`src/rtl/ex_div_pkg.sv`:
```
// ex_div_pkg: opcodes, result classes and divider states for the execute stage
package ex_div_pkg;
  localparam int DIV_ITER = 32;
  localparam logic [7:0] EXE_NOP_OP  = 8'b00000000;
  localparam logic [7:0] EXE_AND_OP  = 8'b00100100;
  localparam logic [7:0] EXE_OR_OP   = 8'b00100101;
  localparam logic [7:0] EXE_XOR_OP  = 8'b00100110;
  localparam logic [7:0] EXE_NOR_OP  = 8'b00100111;
  localparam logic [7:0] EXE_SLL_OP  = 8'b01111100;
  localparam logic [7:0] EXE_SRL_OP  = 8'b00000010;
  localparam logic [7:0] EXE_SRA_OP  = 8'b00000011;
  localparam logic [7:0] EXE_MFHI_OP = 8'b00010000;
  localparam logic [7:0] EXE_MFLO_OP = 8'b00010010;
  localparam logic [7:0] EXE_DIV_OP  = 8'b00011010;
  localparam logic [7:0] EXE_DIVU_OP = 8'b00011011;
  localparam logic [2:0] EXE_RES_NOP   = 3'b000;
  localparam logic [2:0] EXE_RES_LOGIC = 3'b001;
  localparam logic [2:0] EXE_RES_SHIFT = 3'b010;
  localparam logic [2:0] EXE_RES_MOVE  = 3'b011;
  localparam logic DIV_RESULT_READY     = 1'b1;
  localparam logic DIV_RESULT_NOT_READY = 1'b0;
  typedef enum logic [1:0] {
    DIV_FREE     = 2'b00,
    DIV_BY_ZERO  = 2'b01,
    DIV_ON       = 2'b10,
    DIV_END      = 2'b11
  } div_state_e;
  function automatic logic [31:0] abs32(input logic [31:0] v, input logic s);
    return (s && v[31]) ? -v : v;
  endfunction
endpackage

```
`src/rtl/ex_div_if.sv`:
```
// ex_div_if: ID/EX inputs and EX/MEM outputs of the execute stage
interface ex_div_if;
  import ex_div_pkg::*;
  logic [7:0] aluop_i;
  logic [2:0] alusel_i;
  logic [31:0] reg1_i, reg2_i, hi_i, lo_i;
  logic [4:0] wd_i;
  logic wreg_i, flush_i;
  logic [4:0] wd_o;
  logic wreg_o, whilo_o, stallreq_o;
  logic [31:0] wdata_o, hi_o, lo_o;
  modport master(
    output aluop_i, alusel_i, reg1_i, reg2_i, wd_i, wreg_i, hi_i, lo_i, flush_i,
    input wd_o, wreg_o, wdata_o, whilo_o, hi_o, lo_o, stallreq_o
  );
  modport slave(
    input aluop_i, alusel_i, reg1_i, reg2_i, wd_i, wreg_i, hi_i, lo_i, flush_i,
    output wd_o, wreg_o, wdata_o, whilo_o, hi_o, lo_o, stallreq_o
  );
endinterface

```
`src/rtl/ex_div_div.sv`:
```
// ex_div_div: 32-iteration radix-2 restoring divider with signed correction
module ex_div_div
  import ex_div_pkg::*;
(
  input  logic        clk,
  input  logic        rst,
  input  logic        signed_div_i,
  input  logic [31:0] opdata1_i,
  input  logic [31:0] opdata2_i,
  input  logic        start_i,
  input  logic        annul_i,
  output logic [63:0] result_o,
  output logic        ready_o
);
  div_state_e state, state_n;
  logic [5:0] cnt;
  logic [64:0] w;
  logic [31:0] dvs, q, r;
  logic [32:0] diff;
  logic neg_q, neg_r;
  // bit 32 of diff is the borrow: partial remainder below divisor
  assign diff = w[64:32] - {1'b0, dvs};
  assign q = w[31:0];
  assign r = w[64:33];
  assign result_o = {neg_r ? -r : r, neg_q ? -q : q};
  assign ready_o = (state == DIV_END) ? DIV_RESULT_READY : DIV_RESULT_NOT_READY;
  // next state: annul aborts from anywhere, END always falls back to FREE
  always_comb begin
    state_n = annul_i ? DIV_FREE :
              state == DIV_FREE ? (start_i ? (opdata2_i == '0 ? DIV_BY_ZERO : DIV_ON) : DIV_FREE) :
              state == DIV_ON ? (cnt == 6'(DIV_ITER - 1) ? DIV_END : DIV_ON) :
              state == DIV_BY_ZERO ? DIV_END : DIV_FREE;
  end
  // state register
  always_ff @(posedge clk) begin
    state <= rst ? DIV_FREE : state_n;
  end
  // operand latch and one shift/subtract step per ON cycle
  always_ff @(posedge clk) begin
    if (rst) begin
      cnt <= '0;
      w <= '0;
      dvs <= '0;
      neg_q <= 1'b0;
      neg_r <= 1'b0;
    end else if (state == DIV_FREE && start_i && !annul_i) begin
      cnt <= '0;
      w <= {32'b0, abs32(opdata1_i, signed_div_i), 1'b0};
      dvs <= abs32(opdata2_i, signed_div_i);
      neg_q <= signed_div_i & (opdata1_i[31] ^ opdata2_i[31]);
      neg_r <= signed_div_i & opdata1_i[31];
    end else if (state == DIV_ON) begin
      cnt <= cnt + 6'd1;
      w <= diff[32] ? {w[63:0], 1'b0} : {diff[31:0], w[31:0], 1'b1};
    end else if (state == DIV_BY_ZERO) begin
      w <= '0;
    end
  end
endmodule

```
`src/rtl/ex_div.sv`:
```
// ex_div: execute stage with logic/shift/move datapath and iterative divider
module ex_div
  import ex_div_pkg::*;
(
  input logic clk,
  input logic rst,
  ex_div_if.slave bus
);
  logic is_div, ready, start;
  logic [63:0] div_res;
  logic [31:0] logic_res, shift_res, move_res;
  logic [4:0] sh;
  assign is_div = bus.aluop_i == EXE_DIV_OP || bus.aluop_i == EXE_DIVU_OP;
  assign start = is_div & ~bus.flush_i & ~ready;
  assign sh = bus.reg1_i[4:0];
  ex_div_div u_div (
    .clk(clk),
    .rst(rst),
    .signed_div_i(bus.aluop_i == EXE_DIV_OP),
    .opdata1_i(bus.reg1_i),
    .opdata2_i(bus.reg2_i),
    .start_i(start),
    .annul_i(bus.flush_i),
    .result_o(div_res),
    .ready_o(ready)
  );
  // per-class results, then write-back/HI-LO/stall outputs gated by reset and flush
  always_comb begin
    logic_res = bus.aluop_i == EXE_AND_OP ? bus.reg1_i & bus.reg2_i :
                bus.aluop_i == EXE_OR_OP  ? bus.reg1_i | bus.reg2_i :
                bus.aluop_i == EXE_XOR_OP ? bus.reg1_i ^ bus.reg2_i :
                bus.aluop_i == EXE_NOR_OP ? ~(bus.reg1_i | bus.reg2_i) : '0;
    shift_res = bus.aluop_i == EXE_SLL_OP ? bus.reg2_i << sh :
                bus.aluop_i == EXE_SRL_OP ? bus.reg2_i >> sh :
                bus.aluop_i == EXE_SRA_OP ? 32'($signed(bus.reg2_i) >>> sh) : '0;
    move_res = bus.aluop_i == EXE_MFHI_OP ? bus.hi_i :
               bus.aluop_i == EXE_MFLO_OP ? bus.lo_i : '0;
    bus.wd_o = rst ? '0 : bus.wd_i;
    bus.wreg_o = ~rst & bus.wreg_i & ~is_div & ~bus.flush_i;
    bus.wdata_o = (rst || is_div) ? '0 :
                  bus.alusel_i == EXE_RES_LOGIC ? logic_res :
                  bus.alusel_i == EXE_RES_SHIFT ? shift_res :
                  bus.alusel_i == EXE_RES_MOVE  ? move_res : '0;
    bus.whilo_o = ~rst & is_div & ready & ~bus.flush_i;
    bus.hi_o = bus.whilo_o ? div_res[63:32] : '0;
    bus.lo_o = bus.whilo_o ? div_res[31:0] : '0;
    bus.stallreq_o = ~rst & is_div & ~ready & ~bus.flush_i;
  end
endmodule

```
`src/flat_wrapper.sv`:
```
// flat-port wrapper written by rule: the top's interface ports become plain ports
module ex_div_flat import ex_div_pkg::*;
  (clk, rst, bus_aluop_i, bus_alusel_i, bus_reg1_i, bus_reg2_i, bus_wd_i, bus_wreg_i, bus_hi_i, bus_lo_i, bus_flush_i, bus_wd_o, bus_wreg_o, bus_wdata_o, bus_whilo_o, bus_hi_o, bus_lo_o, bus_stallreq_o);
  ex_div_if bus_i ();
  input logic clk;
  input logic rst;
  input wire logic [$bits(bus_i.aluop_i)-1:0] bus_aluop_i;
  input wire logic [$bits(bus_i.alusel_i)-1:0] bus_alusel_i;
  input wire logic [$bits(bus_i.reg1_i)-1:0] bus_reg1_i;
  input wire logic [$bits(bus_i.reg2_i)-1:0] bus_reg2_i;
  input wire logic [$bits(bus_i.wd_i)-1:0] bus_wd_i;
  input wire logic [$bits(bus_i.wreg_i)-1:0] bus_wreg_i;
  input wire logic [$bits(bus_i.hi_i)-1:0] bus_hi_i;
  input wire logic [$bits(bus_i.lo_i)-1:0] bus_lo_i;
  input wire logic [$bits(bus_i.flush_i)-1:0] bus_flush_i;
  output wire logic [$bits(bus_i.wd_o)-1:0] bus_wd_o;
  output wire logic [$bits(bus_i.wreg_o)-1:0] bus_wreg_o;
  output wire logic [$bits(bus_i.wdata_o)-1:0] bus_wdata_o;
  output wire logic [$bits(bus_i.whilo_o)-1:0] bus_whilo_o;
  output wire logic [$bits(bus_i.hi_o)-1:0] bus_hi_o;
  output wire logic [$bits(bus_i.lo_o)-1:0] bus_lo_o;
  output wire logic [$bits(bus_i.stallreq_o)-1:0] bus_stallreq_o;
  assign bus_i.aluop_i = bus_aluop_i;
  assign bus_i.alusel_i = bus_alusel_i;
  assign bus_i.reg1_i = bus_reg1_i;
  assign bus_i.reg2_i = bus_reg2_i;
  assign bus_i.wd_i = bus_wd_i;
  assign bus_i.wreg_i = bus_wreg_i;
  assign bus_i.hi_i = bus_hi_i;
  assign bus_i.lo_i = bus_lo_i;
  assign bus_i.flush_i = bus_flush_i;
  assign bus_wd_o = bus_i.wd_o;
  assign bus_wreg_o = bus_i.wreg_o;
  assign bus_wdata_o = bus_i.wdata_o;
  assign bus_whilo_o = bus_i.whilo_o;
  assign bus_hi_o = bus_i.hi_o;
  assign bus_lo_o = bus_i.lo_o;
  assign bus_stallreq_o = bus_i.stallreq_o;
  ex_div u_core (.clk(clk), .rst(rst), .bus(bus_i));
endmodule
```
`config.mk`:
```
export PLATFORM = sky130hd
export DESIGN_NAME = ex_div_flat
export DESIGN_NICKNAME = d
export VERILOG_FILES = /design/src/rtl/ex_div_pkg.sv /design/src/rtl/ex_div_if.sv /design/src/rtl/ex_div_div.sv /design/src/rtl/ex_div.sv /design/src/flat_wrapper.sv
export SDC_FILE = /design/constraint.sdc
export NUM_CORES = 1
export LEC_CHECK = 0
export CAP_MARGIN = 20
export CORE_ASPECT_RATIO = 0.6
export CORE_MARGIN = 5
export CORE_UTILIZATION = 30
export DETAILED_ROUTE_END_ITERATION = 12
export HOLD_SLACK_MARGIN = 0.1
export PLACE_DENSITY = 0.58
export SLEW_MARGIN = 20
export SYNTH_ARGS = -nofsm -noshare
export SYNTH_HDL_FRONTEND = slang
export SYNTH_SLANG_ARGS = --single-unit
```
`constraint.sdc`:
```
create_clock -name clk -period 4.7 [get_ports clk]
set_input_delay 0.94 -clock clk [delete_from_list [all_inputs] [get_ports clk]]
set_output_delay 0.94 -clock clk [all_outputs]
set_load 0.03 [all_outputs]
```
======== After elaboration in Yosys (flattened, before gate mapping) ========
Cells that the tools add are included.
cells by class
  shift operators ......................... 3
  mux-type cells .......................... 31
  reductions and logical operators ........ 13
  bitwise operators ....................... 21
  equal/unequal tests ..................... 18
  add/subtract/negate cells ............... 6
operator list
  cell                 number
  $mux 32              19
  $mux 65              3
  $neg 32->32          4
  $mux 33              1
  $sub 33x32->33       1
  $and 32x32->32       1
  $eq 8x5->1 const B   4
  $eq 8x6->1 const B   4
  $logic_not 32->1     1
  $not 32->32          1
  $or 32x32->32        1
  $shl 32x5->32        1
  $shr 32x5->32        1
  $sshr 32x5->32       1
  $xor 32x32->32       1
  $eq 8x2->1 const B   2
  $and 1x1->1          12
  $mux 2               5
  $eq 8x7->1 const B   1
  $add 6x1->6 const B  1
  $eq 3x2->1 const B   2
  $eq 6x5->1 const B   1
  $mux 5               1
  $eq 2x2->1 const B   2
  12 further kinds     21
word-level totals
  output and inout port bits .............. 104
  logic and storage cells ................. 99
  bits in registers ....................... 107

======== Longest topological paths before layout ========
  depth after elaboration ................. 8
  mapped depth ............................ 13
  mapped depth without buffers ............ 11

======== By module ========
A second synthesis with hierarchy kept.
second synthesis, totals
  cell total of the unflattened synthesis .. 2245
  area total of the unflattened synthesis .. 17451.7 µm²
modules (own cells, without submodules)
  module      area an instance (µm²)  cells an instance  times used  sequential area each (µm²)
  ex_div      8881.0                  1140               1           0.0
  ex_div_div  8570.7                  1105               1           2142.1

======== Worst setup path after synthesis ========
No wires, ideal clock.
  path type ............................... input to output
  start point ............................. input port bus_reg1_i[0]
  end point ............................... output port bus_wdata_o[28]
  stages .................................. 13
  arrival ................................. 3.716 ns
  data required time ...................... 3.760 ns
  path buffers ............................ 4
  slack ................................... 0.044 ns
  cells stage by stage .................... buf_2 buf_4 buf_4 buf_4 inv_1 ha_1 nand3_1 nand2_1 a21oi_1 a211o_1 o21ai_0 a21oi_1 nor4b_1
between the ends
  cells in the longest elaborated chain, start to end .. 7
  elaborated cells between the ends (all ways) .. 9
  classes of those cells .................. 3 x shift; 6 x mux
RTL lines
  element          line                RTL
  start, declared  flat_wrapper.sv:9   input wire logic [$bits(bus_i.reg1_i)-1:0] bus_reg1_i;
  $sshr 32x5->32   ex_div.sv:35        bus.aluop_i == EXE_SRA_OP ? 32'($signed(bus.reg2_i) >>> sh) : '0;
  $mux 32          ex_div.sv:35
  $mux 32          ex_div.sv:34        bus.aluop_i == EXE_SRL_OP ? bus.reg2_i >> sh :
  $mux 32 *        ex_div.sv:33        shift_res = bus.aluop_i == EXE_SLL_OP ? bus.reg2_i << sh :
  $mux 32 *        ex_div.sv:42        bus.alusel_i == EXE_RES_SHIFT ? shift_res :
  $mux 32 *        ex_div.sv:41        bus.alusel_i == EXE_RES_LOGIC ? logic_res :
  $mux 32 *        ex_div.sv:40        bus.wdata_o = (rst || is_div) ? '0 :
  end, declared    flat_wrapper.sv:18  output wire logic [$bits(bus_i.wdata_o)-1:0] bus_wdata_o;
Every way passes the cells marked *; elsewhere a longest branch is shown, timed or not.

======== Worst setup path after layout ========
  start point ............................. input port bus_aluop_i[5]
  end point ............................... output port bus_wdata_o[18]
between the ends
  cells in the longest elaborated chain, start to end .. 7
  elaborated cells between the ends (all ways) .. 26
  classes of those cells .................. 11 x eq/ne; 13 x mux; 2 x reduce/logical
RTL lines
  element                                   line                                      RTL
  start, declared                           flat_wrapper.sv:7                         input wire logic [$bits(bus_i.aluop_i)-1:0] bus_aluop_i;
  $eq 8x5->1, or another cell as far along  ex_div.sv:37                              bus.aluop_i == EXE_MFLO_OP ? bus.lo_i : '0;
  $mux 32 (on tied branches)                ex_div.sv:37, ex_div.sv:32, ex_div.sv:35
  $mux 32 (on tied branches)                ex_div.sv:36, ex_div.sv:31, ex_div.sv:34
  $mux 32 (on tied branches)                ex_div.sv:43, ex_div.sv:30, ex_div.sv:33
  $mux 32 (on tied branches)                ex_div.sv:42, ex_div.sv:29
  $mux 32                                   ex_div.sv:41
  $mux 32 *                                 ex_div.sv:40
Marked as above.

==> impl_metrics.ini <==
[cells_and_area]
drive_above_1_share_pct = 19.90
finalNetCount = 2637
post-route-util_pct = 40.80
final_cell_count_no_fill = 3081
area_delta_synth_final_pct = 34.47
fin_area_um2 = 20780
final_common_cell = buf_4
most-common-layout-cells = 273 x buf_4, 260 x nor2_1, 142 x clkdlybuf4s50_1
n_fill_cell = 5290

[status]
violations = setup timing
status = complete, but fails checks

[clocking]
clk_latency_ns = 0.37
numCtsBuffers = 9
tritoncts = yes
htreeDepth = 3
cts_root_buf = clkbuf_16
cts_max_path_buffers = 2
cts_hold_buf = 0
post_cts_buffers = 0
clock_sinks = 107
clk_pin_slew_ns = 0.07

[critical_path]
crit_top_cell = buf_4
worstSetupPathType = in -> out
start_kind = primary input
rr_startpoint = u_core.u_div.w[32]
slowest_stage = clkdlybuf4s50_1
max_stage_delay_ns = 0.46
worst-r2r-cell-count = 12
worstPathArrival_ns = 3.78
crit_path_cell_trace = clkdlybuf4s50_1, nor4_2, buf_4, nand3_1, buf_4, o22ai_1, buf_4, a21oi_1, buf_4, o22ai_1, a21oi_1, nor2_1, buf_4
endpoint_kind = output pin
crit_fanout = 6
r2r-end = u_core.u_div.w[49]
worst-r2r-setup-slack_ns = 1.06
critical_path_required_ns = 3.76

[pwr]
finalPower_uw = 2896
pwr-share-clk_pct = 26.2
p_leak_uw = 0.008449
swShare_pct = 37.47
power_frac_seq_pct = 31.4
p_per_area_nw_per_um2 = 139.4
pwr-share-comb_pct = 42.4
vdd_drop_max_uv = 169.3
p_sw_uw = 1085
power.internal_uw = 1811

[global_routing]
antenna_found_initial = 4
grt_max_degree = 66
grtUsageMet1_pct = 38.89
first_global_vias = 17100
top_usage_layer = met1
grt_use_met3_pct = 10.24
grt_use_total_pct = 26.19
grt_use_met2_pct = 36.10
grt_pass1_wl_um = 111800
gr-total-overflow = 0

[place]
port_buffers = 251
dp_cells = 3064
place_congestion = 1.101
place_hpwl_um = 63640
place_area_um2 = 20420

[drt]
detail-route-antenna-nets = 0
viasPerCell = 5.898
detailedRoute.firstPassIterationCount = 9
via_count = 18170
routed_wl_um = 77310
dr.first_iter.drc_count = 2456
drc = 0
wl_per_cell_um = 25.09

[min_path]
hp-class = reg -> reg
hold_path_depth = 2
holdPathEnd = u_core.u_div.dvs[19]
min_from = u_core.u_div.dvs[19]

[timing]
period_share_pct = 100.4
rsz0062_at_grt = yes
worst_pin_slew_ns = 1.028
holdWs_ns = 0.5018
final-hold-violation-count = 0
skew_ns = 0.01185
setup_slack_ns = -0.01697
period_needed_ns = 4.717
slew_headroom_pct = 31.41
slew_violations = 0
max_freq_mhz = 212.0
setup_viol = 1

[floorplan]
fp.dieW_um = 303.0
io_pins = 252
rows = 64
initial_core_util_pct = 30.34
dieArea_um2 = 56290
coreArea_um2 = 50930
die_y_um = 185.8

[job]
maxCapViolations = 0

[yosys]
synth_cell_types = 86
yosys_warnings = 0
synth_edf_count = 0
synth_seq_cells = 107
syn_inst = 2057
ys.flop_type = dfxtp_1
ys_async_sr_fraction_pct = 0
syn_area_um2 = 15450
synth.avg_cell_area_um2 = 7.511
syn_nets = 2312
yosysSeqAreaShare_pct = 13.86
-- worst max-delay path by stage --
stage	start	end	depth (start not counted)
6_report	bus_aluop_i[5]	bus_wdata_o[18]	13
4_1_cts	bus_reg2_i[26]	bus_wdata_o[22]	13
3_3_place_gp	bus_reg2_i[3]	bus_wdata_o[0]	8
5_1_grt	bus_reg2_i[26]	bus_wdata_o[22]	13
2_1_floorplan	bus_reg1_i[0]	bus_wdata_o[28]	13
3_5_place_dp	bus_reg2_i[3]	bus_wdata_o[0]	8
-- sequential cells by signal, summed over array words and instances (netlist names) --
| signal | cells |
|---|---|
| u_core.u_div.neg_r | 1 |
| u_core.u_div.w | 65 |
| u_core.u_div.dvs | 32 |
| u_core.u_div.cnt | 6 |
| u_core.u_div.neg_q | 1 |
| u_core.u_div.state | 2 |
-- cell usage after synthesis (14+ instances only) --
master / n / share of area (%)
o21ai_1: 22 / 0.71
nor2_1: 261 / 6.3
nand4_1: 14 / 0.57
o31ai_1: 29 / 1.4
a21oi_1: 118 / 3.8
xor2_1: 65 / 3.7
nor3_1: 42 / 1.4
a31oi_1: 22 / 0.89
mux4_2: 60 / 8.7
mux2i_1: 78 / 5.1
clkbuf_1: 127 / 3.1
o21ai_0: 101 / 3.3
buf_1: 18 / 0.44
dfxtp_1: 107 / 14
a22oi_1: 27 / 1.3
nand3_1: 42 / 1.4
ha_1: 106 / 8.6
xnor2_1: 111 / 6.3
buf_2: 19 / 0.62
a21o_1: 17 / 0.83
nand2_1: 141 / 3.4
a211oi_1: 47 / 2.3
inv_1: 109 / 2.6
o22ai_1: 70 / 2.8
and2_1: 17 / 0.69
a221oi_1: 34 / 1.9
-- kinds of logic after synthesis --
family | synth area share [%]
and+or+nand+nor | 19.05
AOI/OAI and AO/OA | 26.61
buffers and inverters | 7.328
xor gates and xnor gates | 9.977
muxes | 14.45
adders and majority gates | 8.713
DFF | 13.86
-- per-layer routing --
layer  wire [um]  part of all wire, %
met4        1125                  1.5
met2       30120                   39
met5          34                0.044
met1       35250                   46
met3       10780                   14
-- through the flow --
step	TNS [ns]	setup slack [ns]
3_3_place_gp	-0.1831	-0.09115
2_1_floorplan	0	0.04415
5_1_grt	-0.02759	-0.01797
4_1_cts	0	0.001635
6_report	-0.01697	-0.01697
3_5_place_dp	-0.07886	-0.06733
-- repair_timing --
| action | CTS | global route |
|---|---|---|
| hold endpoints to repair | 0 | 0 |
| pin swaps | 0 | 4 |
| endpoints found under the setup margin | 3 | 11 |
| resized for setup | 6 | 15 |
-- power groups by stage --
stage,Combinational (uW),Clock [uW],Sequential [uW]
4_1_cts,1170,774,909
5_1_grt,1270,811,910
3_5_place_dp,1170,0,931
3_3_place_gp,1170,0,931
6_report,1230,759,910
2_1_floorplan,576,0,930
-- cell type report --
| cell class | instances | area [um2] | area share [%] |
|---|---|---|---|
| multi-input combinational | 1664 | 12280 | 59.08 |
| timing repair buffer | 486 | 4776 | 22.99 |
| sequential | 107 | 2143 | 10.32 |
| tap | 693 | 867.1 | 4.173 |
| inverter | 114 | 427.9 | 2.059 |
| clock buffer | 9 | 225.2 | 1.084 |
| clock inverter | 7 | 60.06 | 0.2891 |
| antenna | 1 | 2.502 | 0.01204 |
-- worst max-delay path, delay by kind of cell --
family | cells | cell delay, ns
and+or+nand+nor | 3 | 0.57
buffers and inverters | 6 | 1.45
AOI/OAI and AO/OA | 4 | 0.80
(Power assumes the default switching activity.)
